`src/rtl/homelab_pkg.sv`:
```
// Shared definitions for the PS/2 keyboard front end: frame FSM states,
// scan-code constants, the list of non-key codes and the helper functions
// used by the decoder.
package homelab_pkg;

    // Default number of agreeing samples before a new PS2_CLK level is taken
    localparam int PS2_FILT_LEN_DEF = 8;
    // Default abandon time for a partial frame, 1 ms at 12 MHz
    localparam int PS2_TIMEOUT_DEF  = 12000;

    // Frame receiver states
    typedef enum logic [1:0] {
        IDLE   = 2'd0,
        DATA   = 2'd1,
        PARITY = 2'd2,
        STOP   = 2'd3
    } ps2_state_e;

    // Prefix bytes
    localparam logic [7:0] PS2_BREAK = 8'hF0;
    localparam logic [7:0] PS2_EXT   = 8'hE0;
    localparam logic [7:0] PS2_EXT1  = 8'hE1;

    // Keyboard status/acknowledge bytes that never describe a key
    localparam int PS2_NUM_DISCARD = 6;
    localparam logic [7:0] PS2_DISCARD [PS2_NUM_DISCARD] =
        '{8'hAA, 8'hFA, 8'hFE, 8'hEE, 8'h00, 8'hFF};

    // True when the byte is one of the status/acknowledge codes
    function automatic logic ps2_is_discard(input logic [7:0] code);
        logic hit;
        hit = 1'b0;
        for (int i = 0; i < PS2_NUM_DISCARD; i++) begin
            if (code == PS2_DISCARD[i]) begin
                hit = 1'b1;
            end else begin
                hit = hit;
            end
        end
        return hit;
    endfunction

    // PS/2 uses odd parity over the eight data bits plus the parity bit
    function automatic logic ps2_odd_weight(input logic [7:0] data, input logic parity);
        return ^{data, parity};
    endfunction

endpackage

```
`src/rtl/ps2_line_filter.sv`:
```
// Brings one raw PS/2 line into the CLK12 domain. Always a two-flop
// synchronizer; optionally followed by an agreement filter that only takes a
// new level after FILT_LEN consecutive samples disagree with the current one.
module ps2_line_filter
    import homelab_pkg::*;
#(
    parameter int FILT_LEN  = PS2_FILT_LEN_DEF,
    parameter bit FILTER_EN = 1'b1
) (
    input  logic CLK12,
    input  logic RESET,
    input  logic raw_line,
    output logic clean_line
);

    logic sync1_r;
    logic sync2_r;

    // Two-flop synchronizer, idles high like the bus
    always_ff @(posedge CLK12) begin
        if (RESET) begin
            sync1_r <= 1'b1;
            sync2_r <= 1'b1;
        end else begin
            sync1_r <= raw_line;
            sync2_r <= sync1_r;
        end
    end

    generate
        if (FILTER_EN) begin : g_filter
            localparam int CW = (FILT_LEN > 1) ? $clog2(FILT_LEN) : 1;
            localparam logic [CW-1:0] CNT_MAX = CW'(FILT_LEN - 1);

            logic [CW-1:0] agree_cnt_r;
            logic          level_r;

            // Accept a new level only after FILT_LEN consecutive differing samples
            always_ff @(posedge CLK12) begin
                if (RESET) begin
                    agree_cnt_r <= {CW{1'b0}};
                    level_r     <= 1'b1;
                end else if (sync2_r == level_r) begin
                    agree_cnt_r <= {CW{1'b0}};
                    level_r     <= level_r;
                end else if (agree_cnt_r == CNT_MAX) begin
                    agree_cnt_r <= {CW{1'b0}};
                    level_r     <= sync2_r;
                end else begin
                    agree_cnt_r <= agree_cnt_r + CW'(1);
                    level_r     <= level_r;
                end
            end

            assign clean_line = level_r;
        end else begin : g_bypass
            assign clean_line = sync2_r;
        end
    endgenerate

endmodule

```
`src/rtl/ps2_key_decoder.sv`:
```
// PS/2 keyboard receiver: filters the bus, assembles 11-bit frames, checks
// start/parity/stop, and folds E0/E1/F0 prefixes into one key event per key.
module ps2_key_decoder
    import homelab_pkg::*;
#(
    parameter int FILT_LEN = PS2_FILT_LEN_DEF,
    parameter int TIMEOUT  = PS2_TIMEOUT_DEF
) (
    input  logic       CLK12,
    input  logic       RESET,
    input  logic       PS2_CLK,
    input  logic       PS2_DATA,
    output logic       KEY_STROBE,
    output logic       KEY_PRESSED,
    output logic [7:0] KEY_CODE,
    output logic       KEY_EXTENDED,
    output logic       FRAME_ERR
);

    localparam logic [13:0] TMO_LIMIT = 14'(TIMEOUT);

    logic       clk_filt_s;
    logic       data_sync_s;
    logic       clk_prev_r;
    logic       fall_s;
    logic       timeout_s;
    logic       byte_ok_s;

    ps2_state_e state_r, state_nxt;
    logic [2:0]  bit_cnt_r, bit_cnt_nxt;
    logic [7:0]  shift_r, shift_nxt;
    logic        parity_r, parity_nxt;
    logic [13:0] tmo_cnt_r, tmo_cnt_nxt;
    logic        brk_r, brk_nxt;
    logic        ext_r, ext_nxt;
    logic        key_strobe_r, key_strobe_nxt;
    logic        key_pressed_r, key_pressed_nxt;
    logic [7:0]  key_code_r, key_code_nxt;
    logic        key_ext_r, key_ext_nxt;
    logic        frame_err_r, frame_err_nxt;

    ps2_line_filter #(
        .FILT_LEN  (FILT_LEN),
        .FILTER_EN (1'b1)
    ) u_clk_filter (
        .CLK12      (CLK12),
        .RESET      (RESET),
        .raw_line   (PS2_CLK),
        .clean_line (clk_filt_s)
    );

    // Data only needs synchronizing: it is sampled long after it settles
    ps2_line_filter #(
        .FILT_LEN  (FILT_LEN),
        .FILTER_EN (1'b0)
    ) u_data_sync (
        .CLK12      (CLK12),
        .RESET      (RESET),
        .raw_line   (PS2_DATA),
        .clean_line (data_sync_s)
    );

    // Previous filtered clock level for falling-edge detection
    always_ff @(posedge CLK12) begin
        if (RESET) begin
            clk_prev_r <= 1'b1;
        end else begin
            clk_prev_r <= clk_filt_s;
        end
    end

    assign fall_s    = clk_prev_r & ~clk_filt_s;
    assign timeout_s = (state_r != IDLE) & ~fall_s & (tmo_cnt_r >= TMO_LIMIT);

    // Frame state, protocol flags and registered outputs
    always_ff @(posedge CLK12) begin
        if (RESET) begin
            state_r       <= IDLE;
            bit_cnt_r     <= 3'd0;
            shift_r       <= 8'h00;
            parity_r      <= 1'b0;
            tmo_cnt_r     <= 14'd0;
            brk_r         <= 1'b0;
            ext_r         <= 1'b0;
            key_strobe_r  <= 1'b0;
            key_pressed_r <= 1'b0;
            key_code_r    <= 8'h00;
            key_ext_r     <= 1'b0;
            frame_err_r   <= 1'b0;
        end else begin
            state_r       <= state_nxt;
            bit_cnt_r     <= bit_cnt_nxt;
            shift_r       <= shift_nxt;
            parity_r      <= parity_nxt;
            tmo_cnt_r     <= tmo_cnt_nxt;
            brk_r         <= brk_nxt;
            ext_r         <= ext_nxt;
            key_strobe_r  <= key_strobe_nxt;
            key_pressed_r <= key_pressed_nxt;
            key_code_r    <= key_code_nxt;
            key_ext_r     <= key_ext_nxt;
            frame_err_r   <= frame_err_nxt;
        end
    end

    // Frame sequencing, timeout and prefix handling
    always_comb begin
        state_nxt       = state_r;
        bit_cnt_nxt     = bit_cnt_r;
        shift_nxt       = shift_r;
        parity_nxt      = parity_r;
        tmo_cnt_nxt     = tmo_cnt_r;
        brk_nxt         = brk_r;
        ext_nxt         = ext_r;
        key_strobe_nxt  = 1'b0;
        key_pressed_nxt = key_pressed_r;
        key_code_nxt    = key_code_r;
        key_ext_nxt     = key_ext_r;
        frame_err_nxt   = 1'b0;
        byte_ok_s       = 1'b0;

        // Time since the last bus clock edge, only meaningful mid-frame
        if ((state_r == IDLE) || fall_s) begin
            tmo_cnt_nxt = 14'd0;
        end else if (tmo_cnt_r != 14'h3FFF) begin
            tmo_cnt_nxt = tmo_cnt_r + 14'd1;
        end else begin
            tmo_cnt_nxt = tmo_cnt_r;
        end

        if (timeout_s) begin
            state_nxt     = IDLE;
            bit_cnt_nxt   = 3'd0;
            shift_nxt     = 8'h00;
            frame_err_nxt = 1'b1;
        end else begin
            case (state_r)
                IDLE: begin
                    if (fall_s && !data_sync_s) begin
                        state_nxt   = DATA;
                        bit_cnt_nxt = 3'd0;
                        shift_nxt   = 8'h00;
                    end else if (fall_s) begin
                        state_nxt     = IDLE;
                        frame_err_nxt = 1'b1;
                    end else begin
                        state_nxt = IDLE;
                    end
                end
                DATA: begin
                    if (fall_s) begin
                        shift_nxt   = {data_sync_s, shift_r[7:1]};
                        bit_cnt_nxt = bit_cnt_r + 3'd1;
                        if (bit_cnt_r == 3'd7) begin
                            state_nxt = PARITY;
                        end else begin
                            state_nxt = DATA;
                        end
                    end else begin
                        state_nxt = DATA;
                    end
                end
                PARITY: begin
                    if (fall_s) begin
                        parity_nxt = data_sync_s;
                        state_nxt  = STOP;
                    end else begin
                        state_nxt = PARITY;
                    end
                end
                STOP: begin
                    if (fall_s) begin
                        state_nxt = IDLE;
                        if (data_sync_s && ps2_odd_weight(shift_r, parity_r)) begin
                            byte_ok_s = 1'b1;
                        end else begin
                            frame_err_nxt = 1'b1;
                        end
                    end else begin
                        state_nxt = STOP;
                    end
                end
                default: begin
                    state_nxt   = IDLE;
                    bit_cnt_nxt = 3'd0;
                end
            endcase
        end

        // Protocol layer: prefixes set flags, real codes emit one event
        if (byte_ok_s) begin
            if (shift_r == PS2_BREAK) begin
                brk_nxt = 1'b1;
                ext_nxt = ext_r;
            end else if ((shift_r == PS2_EXT) || (shift_r == PS2_EXT1)) begin
                brk_nxt = brk_r;
                ext_nxt = 1'b1;
            end else if (ps2_is_discard(shift_r)) begin
                brk_nxt = brk_r;
                ext_nxt = ext_r;
            end else begin
                key_strobe_nxt  = 1'b1;
                key_code_nxt    = shift_r;
                key_pressed_nxt = ~brk_r;
                key_ext_nxt     = ext_r;
                brk_nxt         = 1'b0;
                ext_nxt         = 1'b0;
            end
        end else if (frame_err_nxt) begin
            brk_nxt = 1'b0;
            ext_nxt = 1'b0;
        end else begin
            brk_nxt = brk_r;
            ext_nxt = ext_r;
        end
    end

    assign KEY_STROBE   = key_strobe_r;
    assign KEY_PRESSED  = key_pressed_r;
    assign KEY_CODE     = key_code_r;
    assign KEY_EXTENDED = key_ext_r;
    assign FRAME_ERR    = frame_err_r;

endmodule
```
`config.mk`:
```
export PLATFORM = sky130hd
export DESIGN_NAME = ps2_key_decoder
export DESIGN_NICKNAME = d
export VERILOG_FILES = /design/src/rtl/homelab_pkg.sv /design/src/rtl/ps2_line_filter.sv /design/src/rtl/ps2_key_decoder.sv
export SDC_FILE = /design/constraint.sdc
export NUM_CORES = 1
export LEC_CHECK = 0
export ABC_AREA = 1
export ABC_CLOCK_PERIOD_IN_PS = 2400
export CAP_MARGIN = 10
export CORE_MARGIN = 2
export CORE_UTILIZATION = 34
export DETAILED_ROUTE_END_ITERATION = 6
export DONT_BUFFER_PORTS = 1
export PLACE_DENSITY = 0.54
export SLEW_MARGIN = 20
export SYNTH_ARGS = -nofsm -noshare
export SYNTH_HDL_FRONTEND = slang
export SYNTH_HIERARCHICAL = 1
export SYNTH_SLANG_ARGS = --single-unit
```
`constraint.sdc`:
```
create_clock -name CLK12 -period 2.4 [get_ports CLK12]
set_input_delay 0.72 -clock CLK12 [delete_from_list [all_inputs] [get_ports CLK12]]
set_output_delay 0.72 -clock CLK12 [all_outputs]
set_load 0.05 [all_outputs]
```
==> flow_summary.toml, run 1 <==
[status]
status = "finished clean"

[grt]
track_usage_pct = 12.9
grt_pass1_wl_um = 7920
met2_usage_pct = 18.3
grt_pass1_vias = 1701
globalRouteOverflowTotal = 0
busiest_layer = "met1"
use_met1_pct = 18.5
grt_max_degree = 21
antenna_found_initial = 0
met3_usage_pct = 3.73

[clocking]
ctsResizeCount = 0
numCtsBuffers = 5
cts_num_sinks = 51
clk-insertion-delay-late_ps = 300
clk_pin_slew_ps = 90
clockBufferDepth = 2
postCtsSetupRepairBufs = 0
cts-root-buf = "clkbuf_8"
cts_tree = "yes"
cts_hold_buffers = 0
htreeDepth = 2

[layout]
area_growth_pct = 8.01
ff_latch_area_um2 = 1020
multi_input_area_um2 = 1150
drive_gt1_share_pct = 11.7
nets = 339
fillers = 756
num_antenna_cells = 0

[placed_design]
gp_congestion = 0.782
post-dp-hpwl_um = 3390
io_buffers = 0

[pwr]
cellLeakagePower_nw = 1.07
powerDensity_nw_per_um2 = 516
ir_drop_mv = 0.197
power_w = 0.00135

[timing]
setup-violations-final = 0
slew_headroom_pct = 63.6
fmax_mhz = 495
hold_violations = 0
period_needed_ps = 2020
finalCritPeriodShare_pct = 84.2
fin_setup_tns_ps = 0
final.setup_skew_ps = 11.2
finalMaxSlewViolations = 0
rsz0062_at_grt = "false"
tightest_slew_ps = 545

[yosys]
synth_cells = 320
synthDistinctLibCells = 34
synthFlopType = "dfxtp_1"
yosysMostFrequentCell = "nand2_1"
synth_seq_area_share_pct = 42.1
synth_commonest_cells = "nand2_1 (54), inv_1 (52), dfxtp_1 (51)"
synth_area_leaders = "dfxtp_1 (42%), nand2_1 (8.4%), inv_1 (8.1%)"
yosysTopAreaCell = "dfxtp_1"
yosysWarnings = 6
synth_top_area_share_pct = 42.1
async_flop_share_pct = 0
syn_area_per_cell_um2 = 7.57
synth_area_um2 = 2420
syn-num-nets = 334
synth_edf_count = 0
synth_seq_cells = 51

[routing]
drt_wl_total_um = 4620
drcViolationCount = 0
vias = 1929
vias_per_cell = 4.57
drtIter0Drc = 100
antenna_left = 0
first_pass_iters = 4
routedWlPerCell_um = 10.9

[setup_path]
cp_common_cell = "inv_1"
arrival_ps = 2200
slowest_delay_ps = 400
cp.required_ps = 2580
cp_top_family = "simple AND/OR/NAND/NOR gates"
cp_num_buf_inv = 4
path_class = "flip-flop to flip-flop"
worst_setup_path_start_kind = "flip-flop"
crit_slowest_cell = "dfxtp_1"
crit_path_end_kind = "flip-flop"
crit_chain = "ha_1 > nand2_1 > nor2_1 > inv_1 > nor2_1 > inv_1 > nor2_1 > inv_1 > nor2_2 > inv_1 > o21ai_0 > a21oi_1"
crit_fanout = 8

[floorplan]
die_h_um = 88.4
die_area_um2 = 7820
initial_core_util_pct = 35.5
core_um2 = 6830
die_w_um = 88.4
rows = 30
io_pins = 16

[min_path]
hp-class = "flip-flop to flip-flop"

[run]
maxCapViolations = 0
[routing by layer]
layer	part of all wire (%)	vias up
met2	44	16
met5	0	-
li1	-	1054
met4	1.0	0
met3	2.3	2
met1	53	857
[placed cells by master (no fill, tap or decap), drive strengths merged]
cell      synthesis  routed
nand3            15      15
o31ai             1       1
clkbuf            3       6
buf               3       4
nor2             30      30
clkinv            0       1
nor3              9       9
o21ai            22      22
inv              55      55
xor2              3       3
o22ai             2       2
nand2            58      58
clkinvlp          0       1
or2               4       4
nand4             2       2
dfxtp            51      51
nor4              2       2
a22oi             1       1
a211oi            9       9
and2              1       1
a31oi             3       3
ha               10      10
o311ai            2       2
nor3b             1       1
a21oi            33      33
[layout make-up]
class / count / area share (%)
clock buffer: 6 / 2.77
sequential: 51 / 39.0
inverter: 55 / 7.89
multi-input combinational: 208 / 44.1
clock inverter: 2 / 0.478
timing repair buffer: 4 / 1.15
tap: 96 / 4.59
[final timing paths]
| kind | startpoint | to | slack [ps] | cells past startpoint |
|---|---|---|---|---|
| min reg2reg | u_clk_filter/sync1_r$_SDFF_PP1_ | u_clk_filter/sync2_r$_SDFF_PP1_ | 410 | 1 |
| max | tmo_cnt_r[0]$_SDFFE_PP0P_ | tmo_cnt_r[0]$_SDFFE_PP0P_ | 380 | 12 |
| min | u_clk_filter/sync1_r$_SDFF_PP1_ | u_clk_filter/sync2_r$_SDFF_PP1_ | 410 | 1 |
| max reg2reg | tmo_cnt_r[0]$_SDFFE_PP0P_ | tmo_cnt_r[0]$_SDFFE_PP0P_ | 380 | 12 |
[flip-flops by register name, indices dropped and copies added (netlist names), 2 cells and up]
register,count
tmo_cnt_r,14
KEY_CODE,8
shift_r,8
bit_cnt_r,3
u_clk_filter/g_filter.agree_cnt_r,3
state_r,2
[cell families (layout without fill, tap and decap cells)]
logic type / count (synthesis) / in the layout / synth area share (%)
AOI/OAI and AO/OA: 73 / 73 / 18.2
xor gates and xnor gates: 3 / 3 / 1.08
adders and majority gates: 10 / 10 / 5.17
buffers and inverters: 61 / 67 / 10.2
DFF: 51 / 51 / 42.1
and+or+nand+nor: 122 / 122 / 23.2
[report_power, final]
part	leakage, nW	internal, W	switching, W	total [W]
clock network	0.0412	0.000204	0.000277	0.000481
logic	0.615	0.00000559	0.0000109	0.0000165
registers	0.412	0.000849	0.00000222	0.000851
total	1.07	0.00106	0.000290	0.00135
[metrics by stage]
step	instance area [µm²]	hold slack [ps]	std cells	worst slack (ps)	util, %
3_5_place_dp	2530	395	414	392	37.1
2_1_floorplan	2420	387	320	689	-
3_3_place_gp	2530	393	414	415	37.1
5_1_grt	2620	422	422	107	38.3
6_report	2620	414	422	380	38.3
4_1_cts	2620	419	422	390	38.3
No activity file was read; power rests on OpenSTA's default activity.
==> run 2, diff against run 1 <==
--- a/config.mk
+++ b/config.mk
@@ -6,7 +6,7 @@
 export NUM_CORES = 1
 export LEC_CHECK = 0
 export ABC_AREA = 1
-export ABC_CLOCK_PERIOD_IN_PS = 2400
+export ABC_CLOCK_PERIOD_IN_PS = 1910
 export CAP_MARGIN = 10
 export CORE_MARGIN = 2
 export CORE_UTILIZATION = 34
==> constraint.sdc (replaced) <==
create_clock -name CLK12 -period 1.91 [get_ports CLK12]
set_input_delay 0.573 -clock CLK12 [delete_from_list [all_inputs] [get_ports CLK12]]
set_output_delay 0.573 -clock CLK12 [all_outputs]
set_load 0.05 [all_outputs]
==> flow_summary.toml, run 2 (synthesized netlist as in run 1, its figures left out) <==
[floorplan]
rows = 30
initial_core_util_pct = 35.5
io_pins = 16
die_h_um = 88.4
core_um2 = 6830
die_w_um = 88.4
die_area_um2 = 7820

[timing]
setup-violations-final = 0
finalMaxSlewViolations = 0
fin_setup_tns_ps = 0
rsz0062_at_grt = "true"
period_needed_ps = 1890
final.setup_skew_ps = 12.4
slew_headroom_pct = 62.1
hold_violations = 0
finalCritPeriodShare_pct = 99.2
fmax_mhz = 528
tightest_slew_ps = 568

[placed_design]
post-dp-hpwl_um = 3610
io_buffers = 0
placedInstanceArea_um2 = 2660
gp_congestion = 0.794
dp_cells = 429

[layout]
area_growth_pct = 24.3
largest_reg_flops = 14
ff_latch_area_um2 = 1040
final_cell_area_um2 = 3010
multi_input_area_um2 = 1260
num_antenna_cells = 0
final_cell_mix = "inv_1 (49), nand2_1 (49), dfxtp_1 (44), a21oi_1 (25)"
drive_gt1_share_pct = 26.9
top_register = "tmo_cnt_r"
utilization_pct = 44.1
nets = 363
fin_cells = 446
fillers = 718

[routing]
first_pass_iters = 4
drtIter0Drc = 56
drcViolationCount = 0
routedWlPerCell_um = 11.7
vias = 2040
drt_wl_total_um = 5230
vias_per_cell = 4.57
antenna_left = 0

[min_path]
hp-class = "input port to flip-flop"
hp-start = "RESET"
min_delay_worst_endpoint = "brk_r$_SDFFE_PP0P_"
hold_depth = 1

[pwr]
combPwrFrac_pct = 1.3
power_frac_seq_pct = 59.4
internal-power_w = 0.00140
clockPowerShare_pct = 39.3
cellLeakagePower_nw = 1.24
ir_drop_mv = 0.350
switching_power_w = 0.000390
powerDensity_nw_per_um2 = 594
sw_frac_of_total_pct = 21.8

[grt]
grt_max_degree = 20
track_usage_pct = 13.5
antenna_found_initial = 0
grt_pass1_wl_um = 8240
grt_pass1_vias = 1796
globalRouteOverflowTotal = 0

[clocking]
clk_pin_slew_ps = 100
clk-insertion-delay-late_ps = 310
cts_tree = "yes"
cts_num_sinks = 51
cts_hold_buffers = 0
cts-root-buf = "clkbuf_8"
clockBufferDepth = 2
htreeDepth = 2
numCtsBuffers = 5

[setup_path]
rr_worst_depth = 15
cp_common_cell = "nand2_2"
crit_slowest_cell = "dfxtp_4"
slowest_delay_ps = 420
worst_setup_path_start_kind = "flip-flop"
arrival_ps = 2150
cp_num_buf_inv = 2
path_class = "flip-flop to flip-flop"
r2r_start = "shift_r[4]$_SDFFE_PP0P_"
crit_chain = "inv_6 > nand2_4 > nand2_2 > nand2_2 > nand2_1 > nand2_2 > nand2_1 > nand2_2 > nand3_4 > nor2_4 > nand2_4 > nor2_4 > clkbuf_16 > o21ai_1 > a21oi_2"
cp_top_family = "simple AND/OR/NAND/NOR gates"
reg2reg_to = "KEY_CODE[4]$_SDFFE_PP0P_"
crit_fanout = 9
crit_path_end_kind = "flip-flop"
cp.required_ps = 2160
rrSetupSlack_ps = 20

[status]
status = "finished clean"

[run]
maxCapViolations = 0
==> run 2: changes by cell type in the layout (fill, tap and decap cells not counted), sizes merged <==
cell	delta
buf	+22
clkbuf	+3
clkinv	-1
==> run 2: through the flow <==
stage          total power [W]  hold WS (ps)  worst slack, ps
4_1_cts                0.00182           311             49.9
2_1_floorplan          0.00111           387              199
3_3_place_gp           0.00112           397             68.7
3_5_place_dp           0.00112           399             73.0
6_report               0.00179           324             15.5
5_1_grt                0.00185           306             -154
==> run 2: worst max-delay path by stage <==
stage / start / slack [ps] / end / cells past startpoint
2_1_floorplan: tmo_cnt_r[0]$_SDFFE_PP0P_ / 200 / tmo_cnt_r[0]$_SDFFE_PP0P_ / 12
3_3_place_gp: shift_r[4]$_SDFFE_PP0P_ / 70 / KEY_CODE[5]$_SDFFE_PP0P_ / 13
3_5_place_dp: shift_r[4]$_SDFFE_PP0P_ / 70 / KEY_CODE[5]$_SDFFE_PP0P_ / 15
4_1_cts: shift_r[4]$_SDFFE_PP0P_ / 50 / KEY_CODE[5]$_SDFFE_PP0P_ / 15
5_1_grt: shift_r[2]$_SDFFE_PP0P_ / -150 / KEY_CODE[4]$_SDFFE_PP0P_ / 15
6_report: shift_r[4]$_SDFFE_PP0P_ / 20 / KEY_CODE[4]$_SDFFE_PP0P_ / 15
==> run 2: final cells by class <==
class                      count  area share (%)
timing repair buffer          28            8.93
sequential                    51            34.6
clock inverter                 1           0.249
inverter                      55            7.19
multi-input combinational    208            41.8
clock buffer                   7            3.20
tap                           96            3.99
==> run 2: worst reg2reg max path, cell delays in order (launching register included) <==
cell and delay (ps):
dfxtp_4 420, inv_6 60, nand2_4 60, nand2_2 50, nand2_2 70, nand2_1 60
nand2_2 70, nand2_1 60, nand2_2 90, nand3_4 80, nor2_4 120, nand2_4 60
nor2_4 220, clkbuf_16 210, o21ai_1 90, a21oi_2 140
==> run 2: per-layer routing <==
layer	wire length (µm)	share of wire, %	GRT usage, %	up-vias
met5	0	0	0	-
met4	79	1.5	5.10	0
met3	141	2.7	3.17	7
met2	2380	46	20.8	27
met1	2630	50	18.5	902
li1	-	-	-	1104
==> run 2: repair_timing <==
item                       CTS  global route
buffers inserted             0             7
gates resized for setup      0            48
setup endpoints to repair    0            22
==> run 2: power by group through the flow <==
stage	sequential, W	clock, W	combinational, W
global route	0.00106	0.000764	0.0000274
CTS	0.00107	0.000729	0.0000225
detailed placement	0.00109	0	0.0000224
floorplan	0.00109	0	0.0000157
global placement	0.00109	0	0.0000222
finish	0.00106	0.000702	0.0000241
